===== src/rtl/m2c_pkg.sv =====
// Shared widths, FSM state and Booth-step codes for the m_2c_32b multiplier.
package m2c_pkg;

  localparam int DATA_W = 32;
  localparam int PROD_W = 64;

  typedef enum logic {
    IDLE = 1'b0,
    CALC = 1'b1
  } state_t;

  // Booth pair {y[i], y[i-1]}
  localparam logic [1:0] BOOTH_NOP0 = 2'b00;
  localparam logic [1:0] BOOTH_ADD  = 2'b01;
  localparam logic [1:0] BOOTH_SUB  = 2'b10;
  localparam logic [1:0] BOOTH_NOP1 = 2'b11;

endpackage


===== src/rtl/fa_32b.sv =====
// Combinational 32-bit ripple-carry adder; two of these form the 64-bit
// Booth partial-product adder.
module fa_32b
  import m2c_pkg::*;
(
  input  logic [DATA_W-1:0] a,
  input  logic [DATA_W-1:0] b,
  input  logic              c_in,
  output logic [DATA_W-1:0] s,
  output logic              c_out
);

  logic [DATA_W:0] w_c;

  assign w_c[0] = c_in;

  for (genvar i = 0; i < DATA_W; i++) begin : g_bit
    assign s[i]     = a[i] ^ b[i] ^ w_c[i];
    assign w_c[i+1] = (a[i] & b[i]) | (w_c[i] & (a[i] ^ b[i]));
  end

  assign c_out = w_c[DATA_W];

endmodule


===== src/rtl/m_2c_32b.sv =====
// Sequential radix-2 Booth 32x32 signed fixed-point multiplier.
// Define M_2C_32B_SAT_EN to clamp m_out on overflow instead of wrapping.
module m_2c_32b
  import m2c_pkg::*;
#(
  parameter int FRAC_BITS = 16
) (
  input  logic              clk,
  input  logic              rst_n,
  input  logic              start,
  input  logic [DATA_W-1:0] x,
  input  logic [DATA_W-1:0] y,
  output logic              busy,
  output logic              done,
  output logic [DATA_W-1:0] m_out,
  output logic              ovf
);

  state_t              r_state;
  logic [PROD_W-1:0]   r_mcand;
  logic [DATA_W-1:0]   r_mplr;
  logic                r_prev;
  logic [4:0]          r_cnt;
  logic [PROD_W-1:0]   r_acc;
  logic                r_busy;
  logic                r_done;
  logic [DATA_W-1:0]   r_m_out;
  logic                r_ovf;

  logic [1:0]          w_pair;
  logic [PROD_W-1:0]   w_b;
  logic                w_cin;
  logic [PROD_W-1:0]   w_sum;
  logic                w_c_lo;
  logic                w_c_hi_unused;
  logic signed [PROD_W-1:0] w_s;
  logic                w_ovf;
  logic [DATA_W-1:0]   w_mres;

  // r_mcand holds x<<i and r_mplr holds y>>i, so bit 0 is y[i]
  assign w_pair = {r_mplr[0], r_prev};

  always_comb begin
    w_b   = '0;
    w_cin = 1'b0;
    case (w_pair)
      BOOTH_ADD: w_b = r_mcand;
      BOOTH_SUB: begin
        w_b   = ~r_mcand;
        w_cin = 1'b1;
      end
      default: ;
    endcase
  end

  fa_32b u_fa_lo (
    .a     (r_acc[DATA_W-1:0]),
    .b     (w_b[DATA_W-1:0]),
    .c_in  (w_cin),
    .s     (w_sum[DATA_W-1:0]),
    .c_out (w_c_lo)
  );

  fa_32b u_fa_hi (
    .a     (r_acc[PROD_W-1:DATA_W]),
    .b     (w_b[PROD_W-1:DATA_W]),
    .c_in  (w_c_lo),
    .s     (w_sum[PROD_W-1:DATA_W]),
    .c_out (w_c_hi_unused)
  );

  assign w_s   = $signed(w_sum) >>> FRAC_BITS;
  assign w_ovf = ~(&w_s[PROD_W-1:DATA_W-1])
               & (|w_s[PROD_W-1:DATA_W-1]);

`ifdef M_2C_32B_SAT_EN
  assign w_mres = !w_ovf     ? w_s[DATA_W-1:0] :
                  w_sum[PROD_W-1] ? 32'h8000_0000 :
                                    32'h7FFF_FFFF;
`else
  assign w_mres = w_s[DATA_W-1:0];
`endif

  always_ff @(posedge clk or negedge rst_n) begin
    if (!rst_n) begin
      r_state <= IDLE;
      r_mcand <= '0;
      r_mplr  <= '0;
      r_prev  <= 1'b0;
      r_cnt   <= '0;
      r_acc   <= '0;
      r_busy  <= 1'b0;
      r_done  <= 1'b0;
      r_m_out <= '0;
      r_ovf   <= 1'b0;
    end else begin
      r_done <= 1'b0;
      case (r_state)
        IDLE: begin
          if (start) begin
            r_mcand <= {{DATA_W{x[DATA_W-1]}}, x};
            r_mplr  <= y;
            r_prev  <= 1'b0;
            r_acc   <= '0;
            r_cnt   <= '0;
            r_busy  <= 1'b1;
            r_state <= CALC;
          end
        end
        CALC: begin
          r_acc   <= w_sum;
          r_mcand <= r_mcand << 1;
          r_mplr  <= r_mplr >> 1;
          r_prev  <= r_mplr[0];
          r_cnt   <= r_cnt + 5'd1;
          if (r_cnt == 5'd31) begin
            r_m_out <= w_mres;
            r_ovf   <= w_ovf;
            r_done  <= 1'b1;
            r_busy  <= 1'b0;
            r_state <= IDLE;
          end
        end
        default: r_state <= IDLE;
      endcase
    end
  end

  assign busy  = r_busy;
  assign done  = r_done;
  assign m_out = r_m_out;
  assign ovf   = r_ovf;

endmodule


===== config.mk =====
export PLATFORM = sky130hd
export DESIGN_NAME = m_2c_32b
export DESIGN_NICKNAME = d
export VERILOG_FILES = /design/src/rtl/m2c_pkg.sv /design/src/rtl/fa_32b.sv /design/src/rtl/m_2c_32b.sv
export SDC_FILE = /design/constraint.sdc
export NUM_CORES = 1
export LEC_CHECK = 0
export CAP_MARGIN = 40
export CORE_MARGIN = 8
export CORE_UTILIZATION = 45
export CTS_CLUSTER_DIAMETER = 200
export DETAILED_ROUTE_END_ITERATION = 8
export HOLD_SLACK_MARGIN = 0.15
export PLACE_DENSITY = 0.65
export SYNTH_ARGS = -nofsm -noshare
export SYNTH_HDL_FRONTEND = slang
export SYNTH_SLANG_ARGS = --single-unit

===== constraint.sdc =====
create_clock -name clk -period 45.2 [get_ports clk]
set_input_delay 9.04 -clock clk [delete_from_list [all_inputs] [get_ports clk]]
set_output_delay 9.04 -clock clk [all_outputs]
set_load 0.01 [all_outputs]

-- Yosys cells after proc, flatten, opt, wreduce, memory -nomap -nowiden
Cells that the tools add are included.
- register bits: 202
- input bits: 67
- output and inout port bits: 35
- word-level logic and storage cells: 361
- add/sub/neg operators: 1
- eq/ne operators: 5
- multiplexer cells: 20
- bitwise gates (word level): 321
- reduce and logical (&&, ||, !) cells: 4
- operators by type and width (cell ; number):
    64-bit one-hot mux with 2 select lines ; 3
    64-bit two-way mux ; 2
    1-bit XOR ; 128
    1-bit AND ; 127
    64-bit inverter ; 1
    32-bit one-hot mux with 2 select lines ; 1
    1-bit OR ; 63
    32-bit two-way mux ; 1
    17-bit AND reduction ; 1
    17-bit OR reduction ; 1
    5-bit one-hot mux with 2 select lines ; 1
    1-bit two-way mux ; 8
    1-bit one-hot mux with 2 select lines ; 3
    5-bit by 1-bit adder with 5-bit output, second input constant ; 1
    5-bit == test, second input constant ; 1
    5-bit two-way mux ; 1
    2-bit AND reduction ; 2
    2-bit by 1-bit == test with 1-bit output, second input constant ; 1
    2-bit == test, second input constant ; 1
    2-bit by 1-bit != test with 1-bit output, second input constant ; 1
    2-bit != test, second input constant ; 1
    1-bit inverter ; 2

-- Depth between registers and ports, before layout
Gate-level depths: netlist of run 1.
- depth after elaboration: 133
- depth in mapped cells: 74
- gate-level depth less buffers: 72

-- By module
A second synthesis of run 1 with hierarchy kept.
- cell total of the unflattened synthesis: 911
- area total of the unflattened synthesis: 10301.1 um^2
- modules (own cells, without submodules) (module ; times used ; cells each ; area each (um^2) ; sequential area each (um^2)):
    m_2c_32b ; 1 ; 827 ; 8944.8 ; 5054.8
    fa_32b ; 2 ; 42 ; 678.2 ; 0.0

-- Worst setup path after synthesis of run 1
Ideal clock, no wire load.
- path type: reg2reg
- start point: reg r_mplr[0]
- end point: reg r_ovf (netlist: ovf)
- setup time: 126 ps
- data arrival time: 28375 ps
- required time: 45074 ps
- slack: 16699 ps
- stages on the path, launching flop included: 74
- path buffers: 2
- period minus slack after synthesis: 28501 ps
- cell sequence: dfrtp_1 -> and2b_2 -> clkbuf_1 -> clkbuf_1 -> a21oi_1 -> fa_1 -> fa_1 -> fa_1 -> fa_1 -> fa_1 -> fa_1 -> fa_1 -> fa_1 -> fa_1 -> fa_1 -> fa_1 -> fa_1 -> fa_1 -> [38 not listed] -> fa_1 -> fa_1 -> fa_1 -> fa_1 -> fa_1 -> fa_1 -> fa_1 -> fa_1 -> fa_1 -> fa_1 -> inv_1 -> fa_1 -> inv_1 -> fa_1 -> xnor2_1 -> or3_1 -> and2_4 -> a221o_1
- longest elaborated chain between the ends: 133
- elaborated cells between the ends (all ways): 278
- classes of those cells: eq/ne: 2; mux: 2; bitwise: 272; reduce/logical: 2
- RTL lines (item ; RTL line ; RTL):
    start: declaration ; m_2c_32b.sv:21 ; logic [DATA_W-1:0] r_mplr;
    start signal: assignment ; m_2c_32b.sv:102 ; r_mplr <= y;
    start signal: assignment ; m_2c_32b.sv:113 ; r_mplr <= r_mplr >> 1;
    2-bit == test / 2-bit by 1-bit == test with 1-bit output (equally long branches) ; m_2c_32b.sv:46 ; case (w_pair)
    64-bit one-hot mux with 2 select lines ; m_2c_32b.sv:46 ;
    1-bit XOR ; fa_32b.sv:19 ; assign w_c[i+1] = (a[i] & b[i]) | (w_c[i] & (a[i] ^ b[i]));
    1-bit AND ; fa_32b.sv:19 ;
    1-bit OR ; fa_32b.sv:19 ;
    1-bit AND ; fa_32b.sv:19 ;
    1-bit OR ; fa_32b.sv:19 ;
    1-bit AND ; fa_32b.sv:19 ;
    [117 not listed] ; -- ;
    1-bit AND ; fa_32b.sv:19 ;
    1-bit OR ; fa_32b.sv:19 ;
    1-bit AND ; fa_32b.sv:19 ;
    1-bit OR ; fa_32b.sv:19 ;
    1-bit XOR ; fa_32b.sv:18 ; assign s[i] = a[i] ^ b[i] ^ w_c[i];
    17-bit AND reduction ; m_2c_32b.sv:73 ; assign w_ovf = ~(&w_s[PROD_W-1:DATA_W-1])
    1-bit inverter ; m_2c_32b.sv:73 ;
    1-bit AND * ; m_2c_32b.sv:74 ; & (|w_s[PROD_W-1:DATA_W-1]);
    end signal: assignment ; m_2c_32b.sv:118 ; r_ovf <= w_ovf;
    end: declaration ; m_2c_32b.sv:28 ; logic r_ovf;
Mark *: on every way between the ends. The rest lies on a longest branch, timed or not.
A chain may end at the register's enable or synchronous reset.

-- Final worst setup path of run 1
Same ends and word-level chain as after synthesis.

==> results of run 1 <==
==> area by class of cell <==
| cell class | instances | area share |
|---|---|---|
| clock buffers | 34 | 0.0559 |
| clock inverters | 3 | 0.00326 |
| inverters | 68 | 0.0209 |
| multi-input cells | 710 | 0.379 |
| flip-flops and latches | 202 | 0.412 |
| well taps | 285 | 0.0290 |
| repair buffers | 115 | 0.0998 |
==> power by group through the flow <==
stage	clock network, mW	registers [mW]	logic [mW]
4_1_cts	0.184	0.322	0.403
2_1_floorplan	0	0.312	0.289
3_3_place_gp	0	0.322	0.382
5_1_grt	0.192	0.334	0.456
3_5_place_dp	0	0.324	0.401
6_report	0.179	0.322	0.394
==> stage by stage <==
| stage | hold slack, ns | cells | utilization | cell area, um2 |
|---|---|---|---|---|
| after floorplan | 0.450 | 1058 | - | 10300 |
| after global placement | 0.460 | 1374 | 0.505 | 11400 |
| after detailed placement | 0.469 | 1380 | 0.512 | 11600 |
| after CTS | 0.482 | 1417 | 0.544 | 12300 |
| after global routing | 0.498 | 1417 | 0.544 | 12300 |
| final | 0.474 | 1417 | 0.544 | 12300 |
==> per-layer routing <==
metal  track usage  share of wire  up-vias
met2         0.236           0.45      127
met3        0.0379          0.052       27
met4        0.0295          0.016        0
li1              -              -     3663
met1         0.225           0.49     3545
met5             0              0        -
==> sequential cells by signal, indices dropped and copies added, names as in the netlist <==
register	count
done	1
r_prev	1
r_state	1
r_cnt	5
r_mcand	64
r_mplr	32
busy	1
r_acc	64
m_out	32
ovf	1
==> critical path: cells and delay by family, from the launching register on <==
kind / cells / cell delay [ns]
AOI/OAI and AO/OA: 3 / 0.70
adders and majority gates: 63 / 26.79
buffers and inverters: 3 / 0.63
DFF: 1 / 0.42
and+or+nand+nor: 2 / 0.60
==> logic make-up (layout without fill, tap and decap cells) <==
logic type	Yosys count	after routing
compound gates	298	298
xor+xnor	3	3
fa+ha+maj	65	65
buf+inv	146	220
flops	202	202
mux	63	63
simple gates	281	281
==> worst paths after layout <==
path | from | to | slack [ns] | cells after the start
min | m_out[22] | m_out[22] | 0.47 | 2
min reg2reg | m_out[22] | m_out[22] | 0.47 | 2
max in group asynchronous | rst_n | r_state | 35.30 | 2
max reg2reg | r_mplr[0] | ovf | 15.87 | 71
min in group asynchronous | rst_n | m_out[8] | 8.58 | 1
max | r_mplr[0] | ovf | 15.87 | 71
==> cell usage in the layout, fill, tap and decap left out, types with 2 or more instances in the layout <==
cell             count
a21oi_1             96
a22o_1               2
a31o_2               2
buf_12               2
buf_16               4
buf_4                8
clkbuf_1             4
clkbuf_16           23
clkbuf_8             8
clkdlybuf4s50_1     99
clkinv_2             3
dfrtp_1            201
fa_1                63
ha_1                 2
inv_1               66
mux2i_1             63
nand2_1            193
nand3_1              2
nand4_1              3
nor2_1              69
nor4_1               3
o21ai_0            132
o22ai_1             62
xnor2_1              2
==> flow_summary.ini, run 1 <==
[outcome]
status = completed

[floorplanning]
initial_core_util = 0.456
core_area_um2 = 22600
ios = 102
dieArea_um2 = 28000
die_y_um = 167
die_w_um = 167
std_cell_rows = 55

[routing]
wl_um = 21100
drt_iter0_markers = 469
drt.antenna.violating_nets = 0
drtPass1Iterations = 5
vias = 7362
wl_per_cell_um = 14.9
drc = 0
via_per_inst = 5.20

[finish]
multi_input_area_um2 = 4660
drive_above_1_share = 0.0512
n_antenna_cell = 0
ff_latch_area_um2 = 5060
num-fill-cells = 2035
area_delta_synth_final_pct = 19.3
nNetsFinal = 1252

[place]
dp_worst_setup_slack_ns = 15.65
io_buffers = 101
place_congestion = 0.748
post-dp-hpwl_um = 14200

[yosys]
synth_edf_count = 0
synth.area.top_cells = dfrtp_1, fa_1, nand2_1
synthSimpleGateAreaFrac = 0.108
syn_inst = 1058
dominantRegCellSynth = dfrtp_1
synth.distinct_cells = 36
async_reset_ff_frac = 1.00
synth.yosys.seq_area_share = 0.491
synthTopCellsByCount = dfrtp_1, nand2_1, o21ai_0
yosysMostFrequentCell = dfrtp_1
yosys_warnings = 0
avgSynthCellArea_um2 = 9.73
yosysTopAreaCell = dfrtp_1
synth_top_area_share = 0.491
synth-xor-area-share = 0.00255
synth_compound_area_frac = 0.156
synth_area_um2 = 10300
yosys.area_share.adder = 0.125
ys_ff_latch = 202
synth_fp_nets = 1190
synth_top_family_by_area = compound AO/OA/AOI/OAI gates
synthMuxAreaShare = 0.0612

[global_routing]
grt_pass1_vias = 7484
grt.total_usage = 0.156
grt_max_degree = 82
grt_pass1_wl_um = 37300
antenna_found_initial = 0
gr-total-overflow = 0

[setup_path]
required_ns = 45.57
worstPathArrival_ns = 29.70
slowest_stage = buf_4
cp_max_fo = 63
critPathLaunchType = flip-flop
slowest_delay_ns = 0.50
endpoint_kind = flip-flop
cpMostUsedCell = fa_1
worstSetupPathType = flip-flop to flip-flop

[power]
p_seq_frac = 0.360
switching_power_mw = 0.334
p_leak_nw = 5.37
intPower_mw = 0.562
power.share.clock = 0.200
switching_share = 0.373
p_per_area_nw_per_um2 = 72.9
ir_drop_uv = 25.7
total_power_mw = 0.895
combPwrFrac = 0.441

[sta]
tns_ns = 0
grt_setup_unrepaired = false
drv_slew = 0
fmax_ghz = 0.0341
post-route-period-util = 0.649
relSlewSlack = 0.490
clock_skew_ns = 0.00814
setup_viol = 0
setup_ws_ns = 15.87
fin_crit_ns = 29.33
worstMarginPinSlew_ns = 0.765
final_hold_viol_count = 0

[clock_tree]
cts_resized = 0
cts-htree-levels = 1
postCtsSetupBuffers = 0
hold_buffers = 0
cts_buffers = 23
worstSkewPairLatency_ns = 0.49
cts_buffer_depth = 3
clk_pin_slew_worst_paths_ns = 0.06
clockRootBuffer = clkbuf_16
cts_num_sinks = 202
cts_tree = built

[job]
cap_violations = 0

[hold_path]
hold_class = flip-flop to flip-flop
(Power assumes the default switching activity.)
==> run 2, diff against run 1 <==
--- a/config.mk
+++ b/config.mk
@@ -11,7 +11,7 @@
 export CTS_CLUSTER_DIAMETER = 200
 export DETAILED_ROUTE_END_ITERATION = 8
 export HOLD_SLACK_MARGIN = 0.15
-export PLACE_DENSITY = 0.65
+export PLACE_DENSITY = 0.68
 export SYNTH_ARGS = -nofsm -noshare
 export SYNTH_HDL_FRONTEND = slang
 export SYNTH_SLANG_ARGS = --single-unit
==> constraint.sdc (replaced) <==
create_clock -name clk -period 25 [get_ports clk]
set_input_delay 5 -clock clk [delete_from_list [all_inputs] [get_ports clk]]
set_output_delay 5 -clock clk [all_outputs]
set_load 0.01 [all_outputs]
==> flow_summary.ini, run 2 (synthesis results as in run 1) <==
[routing]
drt_iter0_markers = 514
wl_per_cell_um = 15.6
drt.antenna.violating_nets = 0
wl_um = 22500
via_per_inst = 5.27
drc = 0
vias = 7577
drtPass1Iterations = 4

[finish]
layout_common_cells = dfrtp_1, nand2_1, o21ai_0, clkdlybuf4s50_1, a21oi_1
multi_input_area_um2 = 4850
area_delta_synth_final_pct = 23.4
num-fill-cells = 1939
reg.largest.list = r_acc: 64 flops, r_mcand: 64 flops
ff_latch_area_um2 = 5060
drive_above_1_share = 0.131
nNetsFinal = 1267
layout_commonest_cell = dfrtp_1
n_antenna_cell = 0

[clock_tree]
clk_pin_slew_worst_paths_ns = 0.07
cts_buffer_depth = 3
clockRootBuffer = clkbuf_16
cts_num_sinks = 202
cts_buffers = 23
cts_tree = built
cts-htree-levels = 1
worstSkewPairLatency_ns = 0.51

[sta]
worstMarginPinSlew_ns = 0.726
drv_slew = 0
setup_viol = 3
tns_ns = -1.31
setup_ws_ns = -0.515
final_hold_viol_count = 0
fin_crit_ns = 25.51
relSlewSlack = 0.516
fmax_ghz = 0.0392
post-route-period-util = 1.02
grt_setup_unrepaired = true
clock_skew_ns = 0.00944

[hold_path]
hold_class = flip-flop to flip-flop

[floorplanning]
core_area_um2 = 22600
std_cell_rows = 55
die_w_um = 167
initial_core_util = 0.456
dieArea_um2 = 28000
die_y_um = 167
ios = 102

[setup_path]
cp_max_fo = 3
required_ns = 25.40
slowest_stage = fa_2
endpoint_kind = flip-flop
slowest_delay_ns = 0.59
cpMostUsedCell = fa_2
worst-path-buf-inv = 3
worstPathArrival_ns = 25.91
critPathLaunchType = flip-flop
crit_family = adder cells
worstSetupPathType = flip-flop to flip-flop

[power]
switching_power_mw = 0.658
p_seq_frac = 0.331
ir_drop_uv = 57.4
switching_share = 0.373
p_leak_nw = 5.48
power.share.clock = 0.203
combPwrFrac = 0.465
intPower_mw = 1.11
p_per_area_nw_per_um2 = 139

[place]
place_congestion = 0.744
dp_worst_setup_slack_ns = -0.620
post-dp-hpwl_um = 14800
io_buffers = 101

[global_routing]
grt.total_usage = 0.160
gr-total-overflow = 0
antenna_found_initial = 0
grt_pass1_wl_um = 38200
grt_pass1_vias = 7561
grt_max_degree = 84

[job]
cap_violations = 0

[outcome]
violations = setup timing
status = finished with violations
[run 2: area by class of cell]
class | count | share of cell area
Sequential cell | 202 | 0.398
Inverter | 68 | 0.0202
Tap cell | 285 | 0.0281
Multi-Input combinational cell | 710 | 0.382
Timing Repair Buffer | 130 | 0.108
Clock buffer | 27 | 0.0488
Clock inverter | 15 | 0.0155
[run 2: metal layers]
layer,track usage,routed length (um),part of all wire
met1,0.222,10400,0.46
met4,0.0373,449,0.020
met3,0.0355,1190,0.053
met2,0.252,10400,0.46
met5,0,0,0
[run 2: per-stage QoR]
step	util	total power, mW	hold slack (ns)	cell area [um2]	instances
6_report	0.563	1.77	0.474	12700	1437
5_1_grt	0.563	1.92	0.496	12700	1437
4_1_cts	0.559	1.74	0.483	12600	1431
3_5_place_dp	0.521	1.36	0.470	11800	1388
3_3_place_gp	0.515	1.31	0.459	11600	1382
2_1_floorplan	-	1.12	0.450	10500	1058
[run 2: power by group through the flow]
stage,combinational [mW],sequential [mW],clock (mW)
after CTS,0.784,0.585,0.367
after detailed placement,0.777,0.587,0
after floorplan,0.556,0.564,0
after global placement,0.731,0.583,0
final,0.822,0.585,0.359
after global routing,0.935,0.605,0.381
[run 2: path summary, 6_finish.rpt]
kind,start,to,slack (ns),cells after the start
min in group asynchronous,rst_n,r_mcand[26],4.53,1
worst min-delay path,m_out[25],m_out[25],0.47,2
worst max-delay path,r_mplr[0],ovf,-0.51,72
worst max register to register,r_mplr[0],ovf,-0.51,72
worst min register to register,m_out[25],m_out[25],0.47,2
max in group asynchronous,rst_n,r_acc[2],18.64,4
[run 2: repair_timing]
action                                 4_1_cts  5_1_grt
endpoints found under the hold margin        0        0
hold buffers                                 0        0
setup buffers                                1        6
pin swaps                                    0        1
gates resized for setup                      8       12
setup endpoints to repair                    4        4
[run 2: worst reg2reg max path: cells and delay by family, from the launching register on]
family | cells | cell delay (ns)
AOI/OAI and AO/OA | 4 | 0.68
and+or+nand+nor | 2 | 0.37
adders and majority gates | 63 | 23.73
DFF | 1 | 0.38
buffers and inverters | 3 | 0.23
